`config.mk`:
```
export PLATFORM = sky130hd
export DESIGN_NAME = dds_phase_gen_flat
export DESIGN_NICKNAME = d
export VERILOG_FILES = /design/src/rtl/dds_phase_gen_if.sv /design/src/rtl/dds_phase_gen.sv /design/src/flat_wrapper.sv
export SDC_FILE = /design/constraint.sdc
export NUM_CORES = 1
export LEC_CHECK = 0
export ABC_AREA = 1
export CAP_MARGIN = 20
export CORE_AREA = 2 2 98 100
export CTS_CLUSTER_SIZE = 8
export DETAILED_ROUTE_END_ITERATION = 7
export DIE_AREA = 0 0 100 102
export GPL_TIMING_DRIVEN = 0
export HOLD_SLACK_MARGIN = 0.1
export PLACE_DENSITY = 0.75
export SLEW_MARGIN = 20
export SYNTH_ARGS = -nofsm -noshare
export SYNTH_HDL_FRONTEND = slang
export SYNTH_SLANG_ARGS = --single-unit
```
`constraint.sdc`:
```
create_clock -name clk -period 2.85 [get_ports clk]
set_input_delay 0.4275 -clock clk [delete_from_list [all_inputs] [get_ports clk]]
set_output_delay 0.4275 -clock clk [all_outputs]
set_load 0.03 [all_outputs]
```
`src/rtl/dds_phase_gen_if.sv`:
```
`default_nettype none
// ============================================================================
// Module      : dds_phase_gen_if
// Description : Bus bundle for the DDS phase accumulator. Carries the run
//               enable, the FTW valid/ready load channel and the phase index
//               output stream with its strobes.
// Revision    : 1.0 - initial release
// ============================================================================
interface dds_phase_gen_if #(
  parameter int ACC_W   = 24,
  parameter int PHASE_W = 9
);
  logic               enable;
  logic [ACC_W-1:0]   ftw_data;
  logic               ftw_valid;
  logic               ftw_ready;
  logic [PHASE_W-1:0] phase;
  logic               phase_valid;
  logic               wrap;

  // Controller side: owns the enable and the FTW load channel.
  modport master (
    output enable, ftw_data, ftw_valid,
    input  ftw_ready, phase, phase_valid, wrap
  );

  // Accumulator side: consumes the load channel, produces the phase stream.
  modport slave (
    input  enable, ftw_data, ftw_valid,
    output ftw_ready, phase, phase_valid, wrap
  );
endinterface
`default_nettype wire

```
`src/rtl/dds_phase_gen.sv`:
```
`default_nettype none
// ============================================================================
// Module      : dds_phase_gen
// Description : Programmable DDS phase accumulator feeding the quarter-wave
//               sine LUT. Produces a PHASE_W-bit phase index that advances by
//               the active frequency tuning word every DIV clocks. New tuning
//               words are taken over a valid/ready handshake and only become
//               active at a phase wrap so the output never glitches mid-cycle.
//               Optional macro PHASE_DITHER_EN adds LFSR dither to the
//               truncated phase index.
// Revision    : 1.0 - initial release
// ============================================================================
module dds_phase_gen #(
  parameter int               ACC_W       = 24,
  parameter int               PHASE_W     = 9,
  parameter int               DIV         = 1,
  parameter logic [ACC_W-1:0] DEFAULT_FTW = ACC_W'(24'h8000)
) (
  input wire logic       clk,
  input wire logic       rst_n,
  dds_phase_gen_if.slave bus
);

  localparam int               DIV_W    = (DIV > 1) ? $clog2(DIV) : 1;
  localparam logic [DIV_W-1:0] DIV_LAST = DIV_W'(DIV - 1);

  typedef enum logic [1:0] {
    S_IDLE    = 2'd0,
    S_RUN     = 2'd1,
    S_PENDING = 2'd2
  } state_t;

  state_t             state_q, state_d;
  logic [ACC_W-1:0]   acc_q, acc_d;
  logic [DIV_W-1:0]   div_cnt_q, div_cnt_d;
  logic [ACC_W-1:0]   ftw_act_q, ftw_act_d;
  logic [ACC_W-1:0]   ftw_pend_q, ftw_pend_d;
  logic [PHASE_W-1:0] phase_q, phase_d;
  logic               phase_valid_q, phase_valid_d;
  logic               wrap_q, wrap_d;

  logic               running_w;
  logic               tick_w;
  logic               ftw_ready_w;
  logic               accept_w;
  logic [ACC_W:0]     sum_w;
  logic               carry_w;
  logic [PHASE_W-1:0] phase_next_w;

  // A word is outstanding exactly while PENDING, so ready is a decode of the
  // registered state and therefore glitch-free.
  assign running_w   = (state_q == S_RUN) || (state_q == S_PENDING);
  assign tick_w      = running_w && bus.enable && (div_cnt_q == DIV_LAST);
  assign ftw_ready_w = (state_q != S_PENDING);
  assign accept_w    = bus.ftw_valid && ftw_ready_w;
  assign sum_w       = {1'b0, acc_q} + {1'b0, ftw_act_q};
  assign carry_w     = sum_w[ACC_W];

`ifdef PHASE_DITHER_EN
  localparam int               DITH_W    = ACC_W - PHASE_W;
  localparam logic [ACC_W-1:0] DITH_MASK = (ACC_W'(1) << DITH_W) - ACC_W'(1);

  logic [15:0]       lfsr_q, lfsr_d;
  logic [ACC_W+15:0] lfsr_ext_w;
  logic [ACC_W-1:0]  dither_w;
  logic [ACC_W-1:0]  dith_sum_w;

  // Dither only perturbs the truncated index; the carry of this add is
  // dropped and wrap detection stays on the undithered accumulator.
  assign lfsr_ext_w   = {{ACC_W{1'b0}}, lfsr_q};
  assign dither_w     = lfsr_ext_w[ACC_W-1:0] & DITH_MASK;
  assign dith_sum_w   = sum_w[ACC_W-1:0] + dither_w;
  assign phase_next_w = dith_sum_w[ACC_W-1 -: PHASE_W];

  // Galois LFSR (taps 16,14,13,11) stepping once per sample tick.
  always_comb begin
    lfsr_d = lfsr_q;
    if (tick_w) begin
      lfsr_d = {1'b0, lfsr_q[15:1]} ^ (lfsr_q[0] ? 16'hB400 : 16'h0000);
    end
  end

  // LFSR register, restarts from its seed on reset.
  always_ff @(posedge clk or negedge rst_n) begin
    if (!rst_n) begin
      lfsr_q <= 16'hACE1;
    end else begin
      lfsr_q <= lfsr_d;
    end
  end
`else
  assign phase_next_w = sum_w[ACC_W-1 -: PHASE_W];
`endif

  // Next-state and datapath: tick handling, FTW load/commit, enable control.
  always_comb begin
    state_d       = state_q;
    acc_d         = acc_q;
    div_cnt_d     = div_cnt_q;
    ftw_act_d     = ftw_act_q;
    ftw_pend_d    = ftw_pend_q;
    phase_d       = phase_q;
    phase_valid_d = 1'b0;
    wrap_d        = 1'b0;

    case (state_q)
      S_IDLE: begin
        acc_d     = '0;
        div_cnt_d = '0;
        phase_d   = '0;
        // Nothing is sounding, so a new word can take effect at once.
        if (accept_w) begin
          ftw_act_d = bus.ftw_data;
        end
        if (bus.enable) begin
          state_d = S_RUN;
        end
      end

      S_RUN, S_PENDING: begin
        if (!bus.enable) begin
          acc_d     = '0;
          div_cnt_d = '0;
          phase_d   = '0;
          state_d   = S_IDLE;
          if (state_q == S_PENDING) begin
            ftw_act_d = ftw_pend_q;
          end
          if (accept_w) begin
            ftw_act_d = bus.ftw_data;
          end
        end else begin
          if (tick_w) begin
            acc_d         = sum_w[ACC_W-1:0];
            div_cnt_d     = '0;
            phase_d       = phase_next_w;
            phase_valid_d = 1'b1;
            wrap_d        = carry_w;
            // The wrapping step itself still uses the old word. A zero word
            // can never wrap, so it yields on the next tick instead.
            if ((state_q == S_PENDING) && (carry_w || (ftw_act_q == '0))) begin
              ftw_act_d = ftw_pend_q;
              state_d   = S_RUN;
            end
          end else begin
            div_cnt_d = div_cnt_q + DIV_W'(1);
          end
          // Only reachable from RUN; a word taken on a carry tick waits for
          // the following wrap.
          if (accept_w) begin
            ftw_pend_d = bus.ftw_data;
            state_d    = S_PENDING;
          end
        end
      end

      default: begin
        state_d = S_IDLE;
      end
    endcase
  end

  // State and datapath registers with asynchronous reset.
  always_ff @(posedge clk or negedge rst_n) begin
    if (!rst_n) begin
      state_q       <= S_IDLE;
      acc_q         <= '0;
      div_cnt_q     <= '0;
      ftw_act_q     <= DEFAULT_FTW;
      ftw_pend_q    <= '0;
      phase_q       <= '0;
      phase_valid_q <= 1'b0;
      wrap_q        <= 1'b0;
    end else begin
      state_q       <= state_d;
      acc_q         <= acc_d;
      div_cnt_q     <= div_cnt_d;
      ftw_act_q     <= ftw_act_d;
      ftw_pend_q    <= ftw_pend_d;
      phase_q       <= phase_d;
      phase_valid_q <= phase_valid_d;
      wrap_q        <= wrap_d;
    end
  end

  assign bus.ftw_ready   = ftw_ready_w;
  assign bus.phase       = phase_q;
  assign bus.phase_valid = phase_valid_q;
  assign bus.wrap        = wrap_q;

endmodule
`default_nettype wire

```
`src/flat_wrapper.sv`:
```
// flat-port wrapper written by rule: the top's interface ports become plain ports
module dds_phase_gen_flat 
#(
  parameter int               ACC_W       = 24,
  parameter int               PHASE_W     = 9,
  parameter int               DIV         = 1,
  parameter logic [ACC_W-1:0] DEFAULT_FTW = ACC_W'(24'h8000)
)
  (clk, rst_n, bus_enable, bus_ftw_data, bus_ftw_valid, bus_ftw_ready, bus_phase, bus_phase_valid, bus_wrap);
  dds_phase_gen_if #(.ACC_W(ACC_W), .PHASE_W(PHASE_W)) bus_i ();
  input wire logic clk;
  input wire logic rst_n;
  input wire logic [$bits(bus_i.enable)-1:0] bus_enable;
  input wire logic [$bits(bus_i.ftw_data)-1:0] bus_ftw_data;
  input wire logic [$bits(bus_i.ftw_valid)-1:0] bus_ftw_valid;
  output wire logic [$bits(bus_i.ftw_ready)-1:0] bus_ftw_ready;
  output wire logic [$bits(bus_i.phase)-1:0] bus_phase;
  output wire logic [$bits(bus_i.phase_valid)-1:0] bus_phase_valid;
  output wire logic [$bits(bus_i.wrap)-1:0] bus_wrap;
  assign bus_i.enable = bus_enable;
  assign bus_i.ftw_data = bus_ftw_data;
  assign bus_i.ftw_valid = bus_ftw_valid;
  assign bus_ftw_ready = bus_i.ftw_ready;
  assign bus_phase = bus_i.phase;
  assign bus_phase_valid = bus_i.phase_valid;
  assign bus_wrap = bus_i.wrap;
  dds_phase_gen #(.ACC_W(ACC_W), .PHASE_W(PHASE_W), .DIV(DIV), .DEFAULT_FTW(DEFAULT_FTW)) u_core (.clk(clk), .rst_n(rst_n), .bus(bus_i));
endmodule
```
==> impl_metrics.csv, run 1 <==
group,metric,value,unit
yosys,synth-seq-cells,77,
critical_path,cp.required,3.09,ns
global_routing,grt-ovfl-total,0,
yosys,synthDistinctLibCells,34,
route,post_drt_wl_per_cell,14.0,µm
global_routing,grt_pass1_wl,20.7,mm
outcome,status,"completed",
clocking,post_cts_buffers,0,
pwr,p_sw,3.52,mW
global_routing,grt_start_max_net_pins,59,
critical_path,worstPathArrival,2.75,ns
route,drt_wl_total,12.2,mm
pwr,vdd_ir_drop_max,0.755,mV
placed_design,dp_cells,859,
sta,whs,0.490,ns
yosys,syn_area,0.00496,mm²
sta,finalHoldViolCount,0,
hold_path,holdPathStages,2,
floorplanning,die_h,102,µm
route,drt_iter0_drc,276,
clocking,path_clk_slew,0.09,ns
final_layout,finalNonFillerCells,876,
run,cap_violations,0,
pwr,pwr-share-clk,13.2,%
global_routing,antenna_found_initial,0,
sta,worstMarginPinSlew,0.587,ns
route,drc,0,
sta,fmax,0.398,GHz
final_layout,drive_above_1_share,7.45,%
floorplanning,initial_core_util,54.5,%
critical_path,crit_fanout,5,
final_layout,layout.nets,816,
pwr,p_leak,3.02,nW
floorplanning,pin_count,40,
hold_path,hp-class,"flop to flop",
clocking,cts_resized,0,
global_routing,grt_pass1_vias,4467,
critical_path,r2r_end,"u_core.bus.phase[7]",
pwr,power-per-cell-area,1250,mW/mm²
sta,min_period,2.51,ns
hold_path,hold_path_end,"u_core.acc_q[6]",
critical_path,reg2reg_slack,0.34,ns
hold_path,hold_start,"u_core.acc_q[6]",
floorplanning,core_area,0.00911,mm²
pwr,combPwrFrac,58.6,%
route,ant_nets,0,
yosys,yosysSeqAreaShare,38.8,%
sta,setup_tns,0,ns
final_layout,final_cell_mix,"nand2_1 (216), inv_1 (77), dfrtp_1 (76)",
sta,rsz0062_at_grt,"false",
clocking,cts_tree,"done",
floorplanning,die_area,0.0102,mm²
yosys,yosysWarnings,0,
global_routing,grt_usage,25.7,%
clocking,cts_sinks,77,
route,vias,4680,
yosys,avgSynthCellArea,7.01,µm²
placed_design,dpl.hpwl,9.47,mm
sta,skew,0.00993,ns
yosys,syn_inst,708,
pwr,p_sw_share,49.1,%
clocking,htree_levels,3,
final_layout,layout_commonest_cell,"nand2_1",
floorplanning,num_rows,35,
final_layout,diodes,0,
clocking,clk_latency,0.35,ns
sta,slew_headroom,60.8,%
sta,setup_viol,0,
pwr,finalPower,7.18,mW
clocking,ctsRootBufferMaster,"clkbuf_8",
clocking,cts_buffers,9,
critical_path,critical_path_class,"flop to flop",
route,first_pass_iters,5,
final_layout,final_core_util,63.1,%
clocking,clk_path_buf_depth,2,
critical_path,r2r-start,"u_core.ftw_act_q[0]",
sta,drv_slew,0,
pwr,seqPwrFrac,28.1,%
placed_design,gp_congestion,0.982,
yosys,syn_nets,764,
critical_path,end_kind,"flop",
route,vias_per_cell,5.34,
final_layout,area_delta_synth_final,15.9,%
floorplanning,fp.dieW,100,µm
critical_path,crit_path_start_kind,"flop",
sta,period_share,88.1,%
placed_design,io_buffers,39,
critical_path,r2r.worst_path.cells,13,
pwr,internal-power,3.65,mW
==> sequential cells by signal, indices dropped and copies added, names as in the netlist <==
signal,flops
u_core.ftw_pend_q,24
u_core.bus.phase,9
u_core.div_cnt_q,1
u_core.ftw_act_q,24
u_core.bus.wrap,1
u_core.acc_q,15
u_core.state_q,2
u_core.bus.phase_valid,1
==> per-layer routing <==
metal	share of wire, %	wire length [µm]	track usage [%]	vias to the layer above
met5	0	0	0	-
met4	2.3	284	9.17	0
met3	5.5	676	4.58	22
met2	47	5710	42.5	130
met1	45	5560	34.1	2148
li1	-	-	-	2380
==> synthesized netlist by cell type <==
| master | count | area, µm² |
|---|---|---|
| a21oi_1 | 58 | 290 |
| buf_6 | 2 | 22.5 |
| ha_1 | 27 | 338 |
| dfstp_2 | 1 | 26.3 |
| inv_2 | 2 | 7.51 |
| a21o_1 | 1 | 7.51 |
| buf_4 | 12 | 90.1 |
| nand2_1 | 216 | 811 |
| clkbuf_1 | 11 | 41.3 |
| a31o_2 | 1 | 8.76 |
| a22o_1 | 1 | 8.76 |
| o21bai_1 | 4 | 30.0 |
| nand2_2 | 8 | 50.1 |
| nand3b_1 | 1 | 7.51 |
| nor2_1 | 71 | 267 |
| o31ai_1 | 1 | 7.51 |
| buf_2 | 3 | 15.0 |
| nor2_4 | 1 | 11.3 |
| nand3_1 | 45 | 225 |
| nand2_4 | 2 | 22.5 |
| nand4_1 | 4 | 25.0 |
| a21oi_2 | 2 | 17.5 |
| or2_2 | 1 | 6.26 |
| fa_1 | 1 | 20.0 |
| dfrtp_1 | 76 | 1900 |
| a32o_1 | 1 | 10.0 |
| nand4_2 | 1 | 12.5 |
| o21ai_2 | 1 | 8.76 |
| inv_1 | 77 | 289 |
| o21ai_0 | 60 | 300 |
| o21ai_1 | 4 | 20.0 |
| and3_1 | 1 | 6.26 |
| nor2_2 | 3 | 18.8 |
| nor3_1 | 8 | 40.0 |
==> power groups by stage <==
stage	clock [mW]	combinational [mW]	sequential [mW]
after floorplan	0	3.18	1.90
final	0.950	4.21	2.02
after detailed placement	0	4.16	2.03
after CTS	0.966	4.19	2.01
after global placement	0	4.04	2.00
after global routing	1.02	4.79	2.08
==> area by class of cell <==
class | instances | area (µm²)
buffer | 28 | 169
tap | 111 | 139
fill | 840 | 3360
clock buffer | 11 | 141
inverter | 79 | 297
timing repair buffer | 41 | 425
sequential | 77 | 1930
multi-input combinational | 524 | 2570
clock inverter | 5 | 82.6
==> stage by stage <==
stage	cell area, µm²	worst slack (ns)
after floorplan	4960	0.777
after global placement	5490	-1.37
after detailed placement	5520	0.325
after CTS	5750	0.333
after global routing	5750	0.118
final	5750	0.338
==> critical path, stage by stage, from the launching register on <==
cell     delay, ns
dfrtp_1       0.38
ha_1          0.20
inv_1         0.08
fa_1          0.44
inv_1         0.10
nand2_1       0.09
o21ai_0       0.41
nand2_1       0.09
nand2_1       0.19
nand3_1       0.10
nand3_1       0.14
nand2_1       0.06
nand2_1       0.05
o21ai_0       0.06
==> kinds of logic (layout without fill, tap and decap cells) <==
| logic type | count (synthesis) | after routing | share of synthesized area (%) |
|---|---|---|---|
| flip-flops | 77 | 77 | 38.8 |
| AO/OA/AOI/OAI | 134 | 134 | 14.3 |
| AND/OR/NAND/NOR | 362 | 362 | 30.3 |
| buffers and inverters | 107 | 164 | 9.38 |
| adder cells (fa/ha/maj) | 28 | 28 | 7.21 |
==> worst max path at each step <==
stage	from	to	slack (ns)	depth (start not counted)
after floorplan	u_core.ftw_act_q[0]	u_core.ftw_act_q[11]	0.78	16
after global placement	rst_n	u_core.ftw_pend_q[21]	-1.37	1
after detailed placement	bus_enable	u_core.bus.phase[5]	0.33	8
after CTS	u_core.ftw_act_q[0]	u_core.bus.phase[7]	0.33	13
after global routing	u_core.ftw_act_q[0]	u_core.bus.phase[7]	0.12	13
final	u_core.ftw_act_q[0]	u_core.bus.phase[7]	0.34	13
==> what timing repair did <==
item,4_1_cts,5_1_grt
hold buffers,1,0
setup endpoints to repair,0,0
hold endpoints to repair,19,0
(Power assumes the default switching activity.)
==> inputs of run 2 (changes only) <==
--- a/config.mk
+++ b/config.mk
@@ -7,13 +7,12 @@
 export LEC_CHECK = 0
 export ABC_AREA = 1
 export CAP_MARGIN = 20
-export CORE_AREA = 2 2 98 100
+export CORE_AREA = 2 2 115 117
 export CTS_CLUSTER_SIZE = 8
 export DETAILED_ROUTE_END_ITERATION = 7
-export DIE_AREA = 0 0 100 102
+export DIE_AREA = 0 0 117 119
 export GPL_TIMING_DRIVEN = 0
 export HOLD_SLACK_MARGIN = 0.1
-export PLACE_DENSITY = 0.75
 export SLEW_MARGIN = 20
 export SYNTH_ARGS = -nofsm -noshare
 export SYNTH_HDL_FRONTEND = slang
==> constraint.sdc (replaced) <==
create_clock -name clk -period 3.2 [get_ports clk]
set_input_delay 0.48 -clock clk [delete_from_list [all_inputs] [get_ports clk]]
set_output_delay 0.48 -clock clk [all_outputs]
set_load 0.03 [all_outputs]
==> run 2 against run 1 <==
Effect of this change:
- sequential power down 11%
- first-iteration DRC count down 27%
- clock-buffer cell count up 1
- register-to-register slack better by 0.31 ns
- highest routed layer unchanged
==> impl_metrics.csv, run 2 (synthesis results as in run 1) <==
group,metric,value,unit
pwr,finalPower,6.58,mW
pwr,p_sw,3.16,mW
clocking,clk_latency,0.34,ns
critical_path,r2r_end,"u_core.bus.phase[7]",
route,top_layer,"met4",
sta,min_period,2.55,ns
critical_path,crit_fanout,5,
sta,skew,0.00827,ns
route,vias_per_cell,4.94,
clocking,htree_levels,3,
hold_path,holdPathStages,2,
hold_path,hold_start,"u_core.ftw_pend_q[11]",
global_routing,grt_pass1_wl,21.9,mm
critical_path,crit_path_start_kind,"flop",
final_layout,final_cell_mix,"nand2_1 (216), inv_1 (77), dfrtp_1 (76)",
final_layout,largestRegisters,"u_core.ftw_act_q: 24 flops, u_core.ftw_pend_q: 24 flops, u_core.acc_q: 15 flops",
sta,finalHoldViolCount,0,
final_layout,diodes,0,
route,drc,0,
route,post_drt_wl_per_cell,13.5,µm
hold_path,hp-class,"flop to flop",
floorplanning,core_area,0.0129,mm²
clocking,cts_tree,"done",
floorplanning,pin_count,40,
run,cap_violations,0,
sta,worstMarginPinSlew,0.602,ns
sta,fmax,0.392,GHz
pwr,seqPwrFrac,27.4,%
clocking,clk_path_buf_depth,2,
floorplanning,initial_core_util,38.6,%
critical_path,path_cells,"ha_1 -> inv_1 -> fa_1 -> inv_1 -> nand2_1 -> o21ai_0 -> nand2_1 -> nand2_1 -> nand3_1 -> nand3_1 -> nand2_1 -> nand2_1 -> o21ai_0",
pwr,internal-power,3.42,mW
final_layout,fin_area,0.00590,mm²
final_layout,seq_area,0.00193,mm²
sta,setup_viol,0,
clocking,cts_buffers,9,
clocking,path_clk_slew,0.06,ns
sta,rsz0062_at_grt,"false",
pwr,pwr-share-clk,15.6,%
sta,drv_slew,0,
critical_path,worstPathArrival,2.77,ns
route,drt_wl_total,12.7,mm
placed_design,dpl-instance-area,0.00560,mm²
route,vias,4645,
route,first_pass_iters,4,
floorplanning,die_h,119,µm
pwr,p_leak,3.05,nW
critical_path,cp.required,3.42,ns
critical_path,reg2reg_slack,0.65,ns
floorplanning,die_area,0.0139,mm²
global_routing,grt_start_max_net_pins,58,
final_layout,drive_above_1_share,7.32,%
global_routing,grt_usage,20.1,%
route,ant_nets,0,
placed_design,io_buffers,39,
critical_path,cp_slowest_cell,"fa_1",
critical_path,end_kind,"flop",
sta,slew_headroom,59.9,%
floorplanning,fp.dieW,117,µm
route,met3_length,578,µm
pwr,p_sw_share,48.1,%
final_layout,layout_commonest_cell,"nand2_1",
final_layout,layout.nets,816,
clocking,cts_sinks,77,
final_layout,fillers,1303,
critical_path,r2r-start,"u_core.ftw_act_q[0]",
clocking,cts_resized,0,
clocking,ctsRootBufferMaster,"clkbuf_16",
pwr,vdd_ir_drop_max,0.504,mV
route,drt_iter0_drc,202,
critical_path,r2r.worst_path.cells,13,
global_routing,grt-ovfl-total,0,
critical_path,crit_path_frequent_cell,"nand2_1",
floorplanning,num_rows,42,
final_layout,multi_input_area,0.00257,mm²
final_layout,area_delta_synth_final,18.9,%
outcome,status,"completed",
placed_design,dpl.hpwl,9.94,mm
global_routing,antenna_found_initial,0,
pwr,combPwrFrac,57.0,%
global_routing,grt_pass1_vias,4623,
route,wl_met1,5.84,mm
route,dr_wl_met2,6.00,mm
sta,period_share,79.7,%
critical_path,crit_path_max_incr_delay,0.45,ns
hold_path,hold_path_end,"u_core.ftw_pend_q[11]",
critical_path,critical_path_class,"flop to flop",
placed_design,gp_congestion,1.00,
pwr,power-per-cell-area,1110,mW/mm²
run 2: worst max-delay path by stage:
stage,start,to,slack [ns],cells after the start
2_1_floorplan,u_core.ftw_act_q[0],u_core.ftw_act_q[11],1.13,16
3_3_place_gp,rst_n,u_core.ftw_pend_q[19],-1.17,1
3_5_place_dp,bus_enable,u_core.bus.phase[5],0.52,8
4_1_cts,u_core.ftw_act_q[0],u_core.bus.phase[7],0.67,13
5_1_grt,u_core.ftw_act_q[0],u_core.bus.phase[7],0.42,12
6_report,u_core.ftw_act_q[0],u_core.bus.phase[7],0.65,13
run 2: critical path, delay by kind of cell (launching register included):
| kind | cells | cell delay [ns] |
|---|---|---|
| AO/OA/AOI/OAI | 2 | 0.48 |
| adder cells (fa/ha/maj) | 2 | 0.66 |
| AND/OR/NAND/NOR | 7 | 0.72 |
| flip-flops | 1 | 0.39 |
| buffers and inverters | 2 | 0.17 |
run 2: timing repair:
action | CTS | global route
setup buffers | 0 | 0
hold buffers | 1 | 0
endpoints found under the hold margin | 20 | 0
run 2: routing by layer:
layer  vias to the layer above  GRT usage, %
li1                       2376             -
met1                      2140          26.9
met2                       106          32.2
met3                        23          2.75
met4                         0          8.75
met5                         -             0
run 2: power groups by stage:
stage          Sequential [mW]  Combinational, mW  Clock [mW]
4_1_cts                   1.79               3.76        1.05
3_5_place_dp              1.81               3.73           0
3_3_place_gp              1.79               3.65           0
5_1_grt                   1.86               4.30        1.10
2_1_floorplan             1.70               2.83           0
6_report                  1.80               3.75        1.03
run 2: cell type report:
type                       count  area share (%)
tap                          176            3.73
inverter                      79            5.02
buffer                        28            2.86
multi-input combinational    524            43.5
clock buffer                  12            4.18
clock inverter                 4           0.805
timing repair buffer          41            7.21
sequential                    77            32.7
run 2: metrics by stage:
stage                     hold slack, ns  cells  setup WS, ns  setup TNS, ns  utilization (%)
after detailed placement           0.403    924         0.525              0             43.5
after global routing               0.499    941         0.416              0             45.9
final                              0.485    941         0.649              0             45.9
after CTS                          0.488    941         0.665              0             45.9
after floorplan                    0.184    708          1.13              0                -
after global placement             0.466    923         -1.17         -88.71             43.3
==> inputs of run 3 (changes only) <==
==> constraint.sdc (replaced) <==
create_clock -name clk -period 2.47 [get_ports clk]
set_input_delay 0.3705 -clock clk [delete_from_list [all_inputs] [get_ports clk]]
set_output_delay 0.3705 -clock clk [all_outputs]
set_load 0.03 [all_outputs]
==> run 3 against run 2 <==
Effect of this change:
- flip-flop and latch count stayed put
- design area is 0.76% higher
- via count is 0.93% higher
- sequential power is 29% higher
- clock skew is 0.00057 ns lower
- first-iteration DRC count stayed put
- critical path depth is 3 higher
- global-route usage stayed put
- die area stayed put
- setup slack worse by 0.45 ns
- worst hold slack worse by 0.017 ns
- sequential share of layout area is 0.25 points lower
- critical path type unchanged
- largest power group unchanged
==> impl_metrics.csv, run 3 (synthesis results as in run 1) <==
group,metric,value,unit
sta,skew,0.00770,ns
sta,finalHoldViolCount,0,
sta,period_share,91.9,%
outcome,status,"completed",
sta,fmax,0.441,GHz
clocking,path_clk_slew,0.06,ns
route,drc,0,
pwr,finalPower,8.60,mW
pwr,p_sw,4.13,mW
placed_design,io_buffers,39,
final_layout,fin_area,0.00595,mm²
sta,worst_slack,0.200,ns
critical_path,critical_path_class,"flop to flop",
final_layout,area_delta_synth_final,19.8,%
route,vias,4688,
final_layout,layout_commonest_cell,"nand2_1",
pwr,power-per-cell-area,1450,mW/mm²
floorplanning,die_area,0.0139,mm²
floorplanning,num_rows,42,
global_routing,grt_start_max_net_pins,58,
final_layout,layout.nets,821,
global_routing,grt-ovfl-total,0,
pwr,seqPwrFrac,27.1,%
placed_design,gp_congestion,1.00,
global_routing,antenna_found_initial,0,
clocking,clk_path_buf_depth,2,
floorplanning,core_area,0.0129,mm²
placed_design,dpl_worst_slack,-0.0959,ns
clocking,clk_latency,0.34,ns
final_layout,final_core_util,46.2,%
route,ant_nets,0,
pwr,combPwrFrac,57.4,%
critical_path,crit_path_start_kind,"flop",
final_layout,final_cell_mix,"nand2_1 (215), dfrtp_1 (76), inv_1 (75)",
critical_path,cp.required,2.71,ns
route,drt_iter0_drc,202,
route,post_drt_wl_per_cell,13.6,µm
route,drt_wl_total,12.8,mm
pwr,internal-power,4.48,mW
pwr,pwr-share-clk,15.5,%
sta,slew_headroom,59.2,%
hold_path,hp-class,"input port to async pin",
sta,min_period,2.27,ns
clocking,cts_tree,"done",
pwr,vdd_ir_drop_max,0.654,mV
critical_path,end_kind,"flop",
floorplanning,initial_core_util,38.6,%
sta,worstMarginPinSlew,0.612,ns
floorplanning,pin_count,40,
pwr,p_leak,3.07,nW
global_routing,grt_pass1_vias,4623,
sta,whs,0.467,ns
critical_path,worstPathArrival,2.51,ns
clocking,ctsRootBufferMaster,"clkbuf_16",
final_layout,drive_above_1_share,8.57,%
placed_design,dp_cells,924,
critical_path,crit_fanout,10,
route,first_pass_iters,5,
clocking,htree_levels,3,
sta,setup_viol,0,
sta,drv_slew,0,
floorplanning,die_h,119,µm
run,cap_violations,0,
clocking,cts_sinks,77,
final_layout,diodes,0,
route,vias_per_cell,4.96,
final_layout,largestRegisters,"u_core.ftw_act_q: 24 flops, u_core.ftw_pend_q: 24 flops, u_core.acc_q: 15 flops",
floorplanning,fp.dieW,117,µm
placed_design,dpl.hpwl,9.94,mm
global_routing,grt_usage,20.1,%
pwr,p_sw_share,48.0,%
placed_design,dpl-instance-area,0.00560,mm²
final_layout,finalNonFillerCells,946,
global_routing,grt_pass1_wl,21.9,mm
clocking,cts_buffers,9,
sta,setup_tns,0,ns
-- run 3: final timing paths --
kind / startpoint / to / slack, ns / depth (start not counted)
setup / recovery: u_core.ftw_act_q[0] / u_core.ftw_act_q[14] / 0.20 / 16
hold / removal: rst_n / u_core.acc_q[8] / 0.47 / 2
max in group asynchronous: rst_n / u_core.ftw_act_q[15] / 1.38 / 3
setup reg to reg: u_core.ftw_act_q[0] / u_core.ftw_act_q[14] / 0.20 / 16
hold reg to reg: u_core.ftw_pend_q[11] / u_core.ftw_pend_q[11] / 0.49 / 2
min in group clk: u_core.ftw_pend_q[11] / u_core.ftw_pend_q[11] / 0.49 / 2
-- run 3: critical path, cell delays in order, from the launching register on --
cell	delay (ns)
dfrtp_1	0.37
ha_2	0.19
inv_1	0.07
fa_2	0.41
inv_2	0.07
nand2_2	0.06
nand2_1	0.06
nand3_1	0.07
nand2_2	0.13
nand2_2	0.08
nand4_2	0.11
nand2_2	0.07
nand2_4	0.11
nand2_4	0.08
buf_6	0.16
nand2_1	0.06
nand2_1	0.05
-- run 3: layout make-up --
cell class,instances,area (µm²)
clock buffer,12,246
tap,176,220
sequential,77,1930
fill,1303,6930
timing repair buffer,46,463
inverter,79,297
buffer,28,169
clock inverter,4,47.5
multi-input combinational,524,2580
-- run 3: layer usage --
metal	vias to the layer above	wire [µm]	GRT usage [%]
met1	2162	5810	26.9
met3	23	630	2.75
met2	120	6090	32.2
met5	-	0	0
met4	0	303	8.75
li1	2383	-	-
-- run 3: repair_timing --
action,in CTS,in global routing
setup buffers,0,5
gates cloned,0,0
hold endpoints to repair,20,0
gates resized for setup,1,5
pin swaps,0,2
hold buffers,1,0
endpoints found under the setup margin,2,32
-- run 3: power by group through the flow --
stage / combinational [mW] / clock (mW) / sequential (mW)
floorplan: 3.66 / 0 / 2.20
global placement: 4.73 / 0 / 2.32
detailed placement: 4.83 / 0 / 2.34
CTS: 4.87 / 1.36 / 2.33
global route: 5.64 / 1.42 / 2.41
finish: 4.94 / 1.34 / 2.33
